<file path="src/rtl/tanimoto_comparator_array_pkg.sv">
// tanimoto_pkg: popcount width helper, pipeline depth and per-lane flag type shared by the comparator files
package tanimoto_pkg;
  localparam int STAGES = 3;
  function automatic int cnt_width(input int vector_width);
    return $clog2(vector_width + 1);
  endfunction
  typedef struct packed {
    logic zero;
    logic err;
  } lane_flags_t;
endpackage

</file>
<file path="src/rtl/tanimoto_comparator_array_if.sv">
// tanimoto_comparator_array_if: beat/result bus (i_* threshold write, counts, id, valid, result ready; o_* ready, valid, match, id; o_MatchCnt/o_ErrCnt with TANIMOTO_STATS_EN)
interface tanimoto_comparator_array_if
  import tanimoto_pkg::*;
#(
  parameter int VECTOR_WIDTH = 920,
  parameter int N_LANES = 4,
  parameter int FRAC_BITS = 8,
  parameter int ID_WIDTH = 16
);
  localparam int CNT_WIDTH = cnt_width(VECTOR_WIDTH);
  logic i_WrThreshold;
  logic [FRAC_BITS-1:0] i_Threshold;
  logic i_Valid, o_Ready, o_Valid, i_Ready;
  logic [N_LANES*CNT_WIDTH-1:0] i_CntA, i_CntB, i_CntC;
  logic [ID_WIDTH-1:0] i_Id, o_Id;
  logic [N_LANES-1:0] o_Match;
`ifdef TANIMOTO_STATS_EN
  logic [31:0] o_MatchCnt;
  logic [15:0] o_ErrCnt;
  modport slave(
    input i_WrThreshold, i_Threshold, i_Valid, i_CntA, i_CntB, i_CntC, i_Id, i_Ready,
    output o_Ready, o_Valid, o_Match, o_Id, o_MatchCnt, o_ErrCnt
  );
  modport master(
    output i_WrThreshold, i_Threshold, i_Valid, i_CntA, i_CntB, i_CntC, i_Id, i_Ready,
    input o_Ready, o_Valid, o_Match, o_Id, o_MatchCnt, o_ErrCnt
  );
`else
  modport slave(
    input i_WrThreshold, i_Threshold, i_Valid, i_CntA, i_CntB, i_CntC, i_Id, i_Ready,
    output o_Ready, o_Valid, o_Match, o_Id
  );
  modport master(
    output i_WrThreshold, i_Threshold, i_Valid, i_CntA, i_CntB, i_CntC, i_Id, i_Ready,
    input o_Ready, o_Valid, o_Match, o_Id
  );
`endif
endinterface

</file>
<file path="src/rtl/tanimoto_comparator_array_lane.sv">
// tanimoto_lane: S1 union/consistency and S2 products for one lane (clk, rstn, en in; a/b/c/t in; lhs=C<<F, rhs=T*U, flags out)
module tanimoto_lane
  import tanimoto_pkg::*;
#(
  parameter int CNT_WIDTH = 10,
  parameter int FRAC_BITS = 8
) (
  input  logic clk,
  input  logic rstn,
  input  logic en,
  input  logic [CNT_WIDTH-1:0] a,
  input  logic [CNT_WIDTH-1:0] b,
  input  logic [CNT_WIDTH-1:0] c,
  input  logic [FRAC_BITS-1:0] t,
  output logic [CNT_WIDTH+FRAC_BITS:0] lhs,
  output logic [CNT_WIDTH+FRAC_BITS:0] rhs,
  output lane_flags_t flags
);
  localparam int PW = CNT_WIDTH + FRAC_BITS + 1;
  logic [CNT_WIDTH:0] u_d, u;
  logic [CNT_WIDTH-1:0] c_q;
  logic [FRAC_BITS-1:0] t_q;
  lane_flags_t f_q;
  assign u_d = {1'b0, a} + {1'b0, b} - {1'b0, c};
  always_ff @(posedge clk or negedge rstn) begin
    if (!rstn) begin
      u <= '0;
      c_q <= '0;
      t_q <= '0;
      f_q <= '0;
      lhs <= '0;
      rhs <= '0;
      flags <= '0;
    end else if (en) begin
      u <= u_d;
      c_q <= c;
      t_q <= t;
      f_q <= '{zero: u_d == '0, err: c > a || c > b};
      lhs <= PW'(c_q) << FRAC_BITS;
      rhs <= PW'(t_q) * PW'(u);
      flags <= f_q;
    end
  end
endmodule

</file>
<file path="src/rtl/tanimoto_comparator_array.sv">
// tanimoto_comparator_array: N_LANES 3-stage Tanimoto threshold compare (clk, rstn async low, bus slave modport); TANIMOTO_STATS_EN adds o_MatchCnt/o_ErrCnt
module tanimoto_comparator_array
  import tanimoto_pkg::*;
#(
  parameter int VECTOR_WIDTH = 920,
  parameter int N_LANES = 4,
  parameter int FRAC_BITS = 8,
  parameter int THRESH_RESET = 205,
  parameter int ID_WIDTH = 16
) (
  input logic clk,
  input logic rstn,
  tanimoto_comparator_array_if.slave bus
);
  localparam int CW = cnt_width(VECTOR_WIDTH);
  localparam int PW = CW + FRAC_BITS + 1;
  logic en;
  logic [FRAC_BITS-1:0] thr;
  logic [STAGES-1:0] vld;
  logic [STAGES-1:0][ID_WIDTH-1:0] id_p;
  logic [N_LANES-1:0][PW-1:0] lhs, rhs;
  lane_flags_t [N_LANES-1:0] flags;
  logic [N_LANES-1:0] match_d, match_q;
  assign en = !vld[STAGES-1] || bus.i_Ready;
  assign bus.o_Ready = en;
  assign bus.o_Valid = vld[STAGES-1];
  assign bus.o_Match = match_q;
  assign bus.o_Id = id_p[STAGES-1];
  always_ff @(posedge clk or negedge rstn) begin
    if (!rstn) thr <= FRAC_BITS'(THRESH_RESET);
    else if (bus.i_WrThreshold) thr <= bus.i_Threshold;
  end
  always_ff @(posedge clk or negedge rstn) begin
    if (!rstn) begin
      vld <= '0;
      id_p <= '0;
      match_q <= '0;
    end else if (en) begin
      vld <= {vld[STAGES-2:0], bus.i_Valid};
      id_p <= {id_p[STAGES-2:0], bus.i_Id};
      match_q <= match_d;
    end
  end
  always_comb begin
    match_d = '0;
    for (int i = 0; i < N_LANES; i++) match_d[i] = !flags[i].zero && !flags[i].err && lhs[i] >= rhs[i];
  end
  for (genvar k = 0; k < N_LANES; k++) begin : lane_g
    tanimoto_lane #(.CNT_WIDTH(CW), .FRAC_BITS(FRAC_BITS)) u_lane (
      .clk(clk),
      .rstn(rstn),
      .en(en),
      .a(bus.i_CntA[k*CW +: CW]),
      .b(bus.i_CntB[k*CW +: CW]),
      .c(bus.i_CntC[k*CW +: CW]),
      .t(thr),
      .lhs(lhs[k]),
      .rhs(rhs[k]),
      .flags(flags[k])
    );
  end
`ifdef TANIMOTO_STATS_EN
  localparam int NW = $clog2(N_LANES + 1);
  logic [31:0] match_cnt;
  logic [15:0] err_cnt;
  logic [NW-1:0] n_match, n_err;
  logic [32:0] match_sum;
  logic [16:0] err_sum;
  always_comb begin
    n_match = '0;
    n_err = '0;
    for (int i = 0; i < N_LANES; i++) begin
      n_match = n_match + NW'(match_q[i]);
      n_err = n_err + NW'(flags[i].err);
    end
    match_sum = {1'b0, match_cnt} + 33'(n_match);
    err_sum = {1'b0, err_cnt} + 17'(n_err);
  end
  always_ff @(posedge clk or negedge rstn) begin
    if (!rstn) begin
      match_cnt <= '0;
      err_cnt <= '0;
    end else begin
      if (bus.o_Valid && bus.i_Ready) match_cnt <= match_sum[32] ? '1 : match_sum[31:0];
      if (en && vld[STAGES-2]) err_cnt <= err_sum[16] ? '1 : err_sum[15:0];
    end
  end
  assign bus.o_MatchCnt = match_cnt;
  assign bus.o_ErrCnt = err_cnt;
`endif
endmodule

</file>
<file path="src/flat_wrapper.sv">
// flat-port wrapper written by rule: the top's interface ports become plain ports
module tanimoto_comparator_array_flat import tanimoto_pkg::*;
#(
  parameter int VECTOR_WIDTH = 920,
  parameter int N_LANES = 4,
  parameter int FRAC_BITS = 8,
  parameter int THRESH_RESET = 205,
  parameter int ID_WIDTH = 16
)
  (clk, rstn, bus_i_WrThreshold, bus_i_Threshold, bus_i_Valid, bus_i_CntA, bus_i_CntB, bus_i_CntC, bus_i_Id, bus_i_Ready, bus_o_Ready, bus_o_Valid, bus_o_Match, bus_o_Id);
  tanimoto_comparator_array_if #(.VECTOR_WIDTH(VECTOR_WIDTH), .N_LANES(N_LANES), .FRAC_BITS(FRAC_BITS), .ID_WIDTH(ID_WIDTH)) bus_i ();
  input logic clk;
  input logic rstn;
  input wire logic [$bits(bus_i.i_WrThreshold)-1:0] bus_i_WrThreshold;
  input wire logic [$bits(bus_i.i_Threshold)-1:0] bus_i_Threshold;
  input wire logic [$bits(bus_i.i_Valid)-1:0] bus_i_Valid;
  input wire logic [$bits(bus_i.i_CntA)-1:0] bus_i_CntA;
  input wire logic [$bits(bus_i.i_CntB)-1:0] bus_i_CntB;
  input wire logic [$bits(bus_i.i_CntC)-1:0] bus_i_CntC;
  input wire logic [$bits(bus_i.i_Id)-1:0] bus_i_Id;
  input wire logic [$bits(bus_i.i_Ready)-1:0] bus_i_Ready;
  output wire logic [$bits(bus_i.o_Ready)-1:0] bus_o_Ready;
  output wire logic [$bits(bus_i.o_Valid)-1:0] bus_o_Valid;
  output wire logic [$bits(bus_i.o_Match)-1:0] bus_o_Match;
  output wire logic [$bits(bus_i.o_Id)-1:0] bus_o_Id;
  assign bus_i.i_WrThreshold = bus_i_WrThreshold;
  assign bus_i.i_Threshold = bus_i_Threshold;
  assign bus_i.i_Valid = bus_i_Valid;
  assign bus_i.i_CntA = bus_i_CntA;
  assign bus_i.i_CntB = bus_i_CntB;
  assign bus_i.i_CntC = bus_i_CntC;
  assign bus_i.i_Id = bus_i_Id;
  assign bus_i.i_Ready = bus_i_Ready;
  assign bus_o_Ready = bus_i.o_Ready;
  assign bus_o_Valid = bus_i.o_Valid;
  assign bus_o_Match = bus_i.o_Match;
  assign bus_o_Id = bus_i.o_Id;
  tanimoto_comparator_array #(.VECTOR_WIDTH(VECTOR_WIDTH), .N_LANES(N_LANES), .FRAC_BITS(FRAC_BITS), .THRESH_RESET(THRESH_RESET), .ID_WIDTH(ID_WIDTH)) u_core (.clk(clk), .rstn(rstn), .bus(bus_i));
endmodule
</file>
<file path="config.mk">
export PLATFORM = sky130hd
export DESIGN_NAME = tanimoto_comparator_array_flat
export DESIGN_NICKNAME = d
export VERILOG_FILES = /design/src/rtl/tanimoto_comparator_array_pkg.sv /design/src/rtl/tanimoto_comparator_array_if.sv /design/src/rtl/tanimoto_comparator_array_lane.sv /design/src/rtl/tanimoto_comparator_array.sv /design/src/flat_wrapper.sv
export SDC_FILE = /design/constraint.sdc
export NUM_CORES = 2
export LEC_CHECK = 0
export CAP_MARGIN = 10
export CELL_PAD_IN_SITES_DETAIL_PLACEMENT = 0
export CELL_PAD_IN_SITES_GLOBAL_PLACEMENT = 2
export CORE_MARGIN = 10
export CORE_UTILIZATION = 40
export CTS_CLUSTER_DIAMETER = 150
export CTS_CLUSTER_SIZE = 16
export DETAILED_ROUTE_END_ITERATION = 16
export GPL_TIMING_DRIVEN = 0
export PLACE_DENSITY = 0.82
export SKIP_CTS_REPAIR_TIMING = 1
export SYNTH_ARGS = -nofsm -noshare
export SYNTH_HDL_FRONTEND = slang
export SYNTH_HIERARCHICAL = 1
export SYNTH_SLANG_ARGS = --single-unit
</file>
<file path="constraint.sdc">
create_clock -name clk -period 5.9 [get_ports clk]
set_input_delay 1.475 -clock clk [delete_from_list [all_inputs] [get_ports clk]]
set_output_delay 1.475 -clock clk [all_outputs]
set_load 0.01 [all_outputs]
</file>
# ---- Word-level counts from Yosys, hierarchy flattened
# Index checks and enable logic that the tools add are counted.
dict set report op_classes {
  add_sub_neg 8
  multipliers 4
  magnitude_cmp 12
  reduce_logical 26
}
# op count
set op_table {}
lappend op_table {{10-bit greater-than comparator} 8}
lappend op_table {{18-bit by 19-bit >= comparator with 1-bit output} 4}
lappend op_table {{8-bit by 11-bit multiplier with 19-bit output} 4}
lappend op_table {{10-bit by 10-bit adder with 11-bit output} 4}
lappend op_table {{11-bit logical NOT} 4}
lappend op_table {{11-bit by 10-bit subtractor with 11-bit output} 4}
lappend op_table {{1-bit logical NOT} 9}
lappend op_table {{1-bit logical AND} 8}
lappend op_table {{1-bit logical OR} 5}
dict set report totals {
  input_bits 149
  output_inout_bits 22
  reg_bits 287
  elab_cells 89
}

# ---- Logic depth before layout (Yosys ltp)
dict set report depth {
  depth_word 3
  ltp_mapped 18
  ltp_nobuf 17
}

# ---- Hierarchy
# The synthesis kept the hierarchy.
# mod seq_area_each_um2 n_inst cells_each area_per_inst_um2
set modules_own_cells {}
lappend modules_own_cells {{tanimoto_lane (u_core.lane_g[0].u_lane ...)} 1551.5 2 648 6412.4}
lappend modules_own_cells {{tanimoto_lane (u_core.lane_g[3].u_lane)} 1551.5 1 637 6414.9}
lappend modules_own_cells {{tanimoto_lane (u_core.lane_g[2].u_lane)} 1551.5 1 638 6398.6}
lappend modules_own_cells {tanimoto_comparator_array 1582.8 1 525 4401.7}

# ---- Worst setup path after synthesis
# No wires, ideal clock.
dict set report synth_timing {
  path_kind {register -> register}
  startpoint {reg u_core.lane_g[3].u_lane.t_q[2]}
  endpoint {reg u_core.lane_g[3].u_lane.rhs[17]}
  period_less_slack_ns 4.457
  required_time_ns 5.780
  stages_incl_launch_ff 17
  setup_time_ns 0.120
  path_buffers 1
  arrival_time_ns 4.338
  setup_slack_ns 1.443
  cell_sequence {dfrtp_1 -> clkbuf_1 -> nand2_1 -> fa_1 -> fa_1 -> inv_1 -> fa_1 -> inv_1 -> fa_1 -> inv_1 -> ha_1 -> a21o_1 -> a21oi_2 -> a21oi_2 -> o311a_1 -> or3_1 -> a31o_1}
}
dict set report synth_via {
  elab_chain_cells 1
}
# element line
set synth_lines {}
lappend synth_lines {{from (decl)} tanimoto_comparator_array_lane.sv:22} ;# logic [FRAC_BITS-1:0] t_q;
lappend synth_lines {{from (signal assigned)} tanimoto_comparator_array_lane.sv:37} ;# t_q <= t;
lappend synth_lines {{8-bit by 11-bit multiplier with 19-bit output} tanimoto_comparator_array_lane.sv:40} ;# rhs <= PW'(t_q) * PW'(u);
lappend synth_lines {{to (signal assigned)} tanimoto_comparator_array_lane.sv:40}
lappend synth_lines {{to (decl)} tanimoto_comparator_array_lane.sv:16} ;# output logic [CNT_WIDTH+FRAC_BITS:0] rhs,
# No other way between the ends.
# A chain may end at the register's enable or synchronous reset.

# ---- Worst setup path after layout
dict set report layout_timing {
  startpoint {reg u_core.lane_g[1].u_lane.t_q[6]}
  endpoint {reg u_core.lane_g[1].u_lane.rhs[17]}
}
dict set report layout_via {
  elab_chain_cells 1
}
# element line
set layout_lines {}
lappend layout_lines {{from (decl)} tanimoto_comparator_array_lane.sv:22}
lappend layout_lines {{from (signal assigned)} tanimoto_comparator_array_lane.sv:37}
lappend layout_lines {{8-bit by 11-bit multiplier with 19-bit output} tanimoto_comparator_array_lane.sv:40}
lappend layout_lines {{to (signal assigned)} tanimoto_comparator_array_lane.sv:40}
lappend layout_lines {{to (decl)} tanimoto_comparator_array_lane.sv:16}
# No other way between the ends.

==> results.sh <==
export IMPL_status="finished clean"
export IMPL_synth_cell_types=79
export IMPL_place_area_um2=33120
export IMPL_clock_latency_ns=0.57
export IMPL_grt_max_degree=122
export IMPL_drive_gt1_share_pct=8.946
export IMPL_drt_iter0_drc=918
export IMPL_grt_overflow=0
export IMPL_n_fill_cell=7144
export IMPL_worst_path_largest_cell_delay_ns=0.55
export IMPL_die_y_um=294.0
export IMPL_finalSetupViolations=0
export IMPL_ys_top_cells_by_area="dfrtp_1 (25%), fa_1 (17%), ha_1 (15%), inv_1 (6.7%), and2_1 (6.1%)"
export IMPL_dp_hpwl_um=60330
export IMPL_crit_required_ns=6.29
export IMPL_drt_total_wl_um=73120
export IMPL_rows=100
export IMPL_dr_pass1_iters=5
export IMPL_synth_seq_cells=311
export IMPL_yosys_warnings=6
export IMPL_worst_pin_slew_ns=0.8781
export IMPL_drv_cap=0
export IMPL_hold_violations=0
export IMPL_synth_top_cell_area_share_pct=25.49
export IMPL_crit_type="flop to flop"
export IMPL_htreeDepth=1
export IMPL_crit_path_start_kind="flop"
export IMPL_synth_edf_count=0
export IMPL_ioPinCount=171
export IMPL_grt_usage_pct=17.13
export IMPL_synthToLayoutAreaGrowth_pct=12.32
export IMPL_via_per_inst=4.999
export IMPL_crit_chain="clkbuf_1, and2_1, fa_1, fa_1, fa_1, inv_1, fa_1, inv_1, ha_1, o21a_1, o21ai_1, a211oi_1, o21ai_0, mux2i_1, o311ai_0"
export IMPL_critPathCaptureType="flop"
export IMPL_design_area_um2=33740
export IMPL_fin_tns_setup_ns=0
export IMPL_yosys_area_top_type="dfrtp_1"
export IMPL_gp_congestion=0.8477
export IMPL_wl_per_cell_um=17.01
export IMPL_synth_most_common_cell="inv_1"
export IMPL_dieArea_um2=86460
export IMPL_fmax_mhz=196.1
export IMPL_crit_fanout=10
export IMPL_cts_made_buffers=23
export IMPL_path_delay_family="adder cells"
export IMPL_worstPathArrival_ns=5.49
export IMPL_relSlewSlack_pct=41.46
export IMPL_final_nets=4085
export IMPL_grt_pass1_wl_um=120700
export IMPL_cts_tree="built"
export IMPL_synth_seq_area_share_pct=25.93
export IMPL_syn_area_um2=30040
export IMPL_syn_avg_cell_area_um2=9.703
export IMPL_antennaDiodeCount=0
export IMPL_ys_top_cells_by_count="inv_1 (540), ha_1 (356), dfrtp_1 (306)"
export IMPL_synthesis_instances=3096
export IMPL_cts_root_buf="clkbuf_16"
export IMPL_cpMaxStageDelayCell="fa_1"
export IMPL_cp_common_cell="fa_1"
export IMPL_initial_core_util_pct=40.35
export IMPL_ys_dominant_reg_cell="dfrtp_1"
export IMPL_antenna_left=0
export IMPL_maxSlewViolCount=0
export IMPL_cts_clk_slew_worst_paths_ns=0.09
export IMPL_min_path_type="flop to flop"
export IMPL_async_flop_share_pct=100.0
export IMPL_grt_pass1_vias=23300
export IMPL_period_share_pct=86.42
export IMPL_skew_ns=0.03058
export IMPL_portBuffers=169
export IMPL_rsz0062_at_grt="no"
export IMPL_grt_antenna_before_repair=2
export IMPL_cts_path_max_buffers=3
export IMPL_drc_errors=0
export IMPL_vias=21500
export IMPL_core_area_um2=74450
export IMPL_path_buf_inv=3
export IMPL_min_period_ns=5.099
export IMPL_clock_sinks=311
export IMPL_die_x_um=294.0
[state kept, by name, indices dropped and copies added (netlist names), 16 cells and up]
signal                    cells
u_core/bus.o_Id              16
u_core/id_p                  32
u_core/lane_g.u_lane/c_q     40
u_core/lane_g.u_lane/lhs     40
u_core/lane_g.u_lane/rhs     76
u_core/lane_g.u_lane/t_q     32
u_core/lane_g.u_lane/u       44
[cells in the final DEF (no fill, tap or decap), types with 9 or more instances in the layout]
| cell | instances |
|---|---|
| clkbuf_16 | 23 |
| nor4_1 | 9 |
| o21ai_1 | 16 |
| buf_4 | 55 |
| o211ai_1 | 15 |
| ha_1 | 356 |
| o21a_1 | 17 |
| o21ai_0 | 50 |
| nor2_1 | 88 |
| mux2_2 | 160 |
| clkbuf_1 | 67 |
| inv_1 | 540 |
| o31ai_1 | 12 |
| nor3_1 | 25 |
| nand3_1 | 35 |
| and2_1 | 292 |
| buf_1 | 10 |
| dfrtp_1 | 306 |
| a21o_1 | 54 |
| conb_1 | 36 |
| fa_1 | 256 |
| clkdlybuf4s50_1 | 168 |
| nand2_1 | 269 |
| mux2_1 | 36 |
| xor2_1 | 30 |
| xnor2_1 | 42 |
| a211oi_1 | 27 |
| a21oi_1 | 113 |
| nor2b_1 | 14 |
| nand4_1 | 36 |
[per-stage QoR]
step | util, % | setup WS (ns) | instances | hold slack (ns)
2_1_floorplan | - | 1.443 | 3128 | 0.4300
3_3_place_gp | 44.41 | -10.47 | 4266 | 0.4461
3_5_place_dp | 44.49 | 0.7791 | 4268 | 0.4551
4_1_cts | 45.32 | 0.7814 | 4300 | 0.4721
5_1_grt | 45.32 | 0.5377 | 4300 | 0.4906
6_report | 45.32 | 0.8009 | 4300 | 0.4670
[tightest hold or removal path, cell delays in order (launching register included)]
cell	delay, ns
dfrtp_1	0.34
nand2_1	0.05
nand2_1	0.05
[final cells by class]
type | count | area, um^2 | area share (%)
Buffer | 137 | 774.5 | 2.295
Clock buffer | 31 | 605.6 | 1.795
Clock inverter | 1 | 11.26 | 0.03337
Inverter | 541 | 2031 | 6.018
Multi-Input combinational cell | 2139 | 19570 | 57.99
Sequential cell | 311 | 7789 | 23.08
Tap cell | 969 | 1212 | 3.593
Timing Repair Buffer | 171 | 1752 | 5.192
[routing by layer]
layer	up-vias	global-route usage, %	part of all wire (%)
met3	54	2.021	3.5
met5	-	0	0
li1	10450	-	-
met2	261	30.35	50
met1	10730	22.22	45
met4	0	3.290	1.5
[cell families after synthesis]
| family | after synthesis | synth area share [%] |
|---|---|---|
| simple gates | 823 | 14.23 |
| mux | 198 | 7.414 |
| compound gates | 398 | 9.051 |
| other cells | 4 | 0.04997 |
| flops | 311 | 25.93 |
| buf+inv | 678 | 9.338 |
| xor+xnor | 72 | 2.099 |
| fa+ha+maj | 612 | 31.89 |
[worst paths after layout]
| path | end | slack, ns | depth (start not counted) | start |
|---|---|---|---|---|
| min in group asynchronous | u_core/lane_g[0].u_lane/rhs[3] | 0.89 | 1 | rstn |
| worst min register to register | u_core/id_p[19] | 0.47 | 2 | u_core/id_p[19] |
| worst max register to register | u_core/lane_g[1].u_lane/rhs[17] | 0.80 | 15 | u_core/lane_g[1].u_lane/t_q[6] |
| max in group asynchronous | u_core/lane_g[2].u_lane/f_q[1] | 3.96 | 2 | rstn |
| worst min-delay path | u_core/id_p[19] | 0.47 | 2 | u_core/id_p[19] |
| worst max-delay path | u_core/lane_g[1].u_lane/rhs[17] | 0.80 | 15 | u_core/lane_g[1].u_lane/t_q[6] |
Power is not shown: default switching activity piles up to over one toggle a cycle in this logic, so the estimate is an artifact.
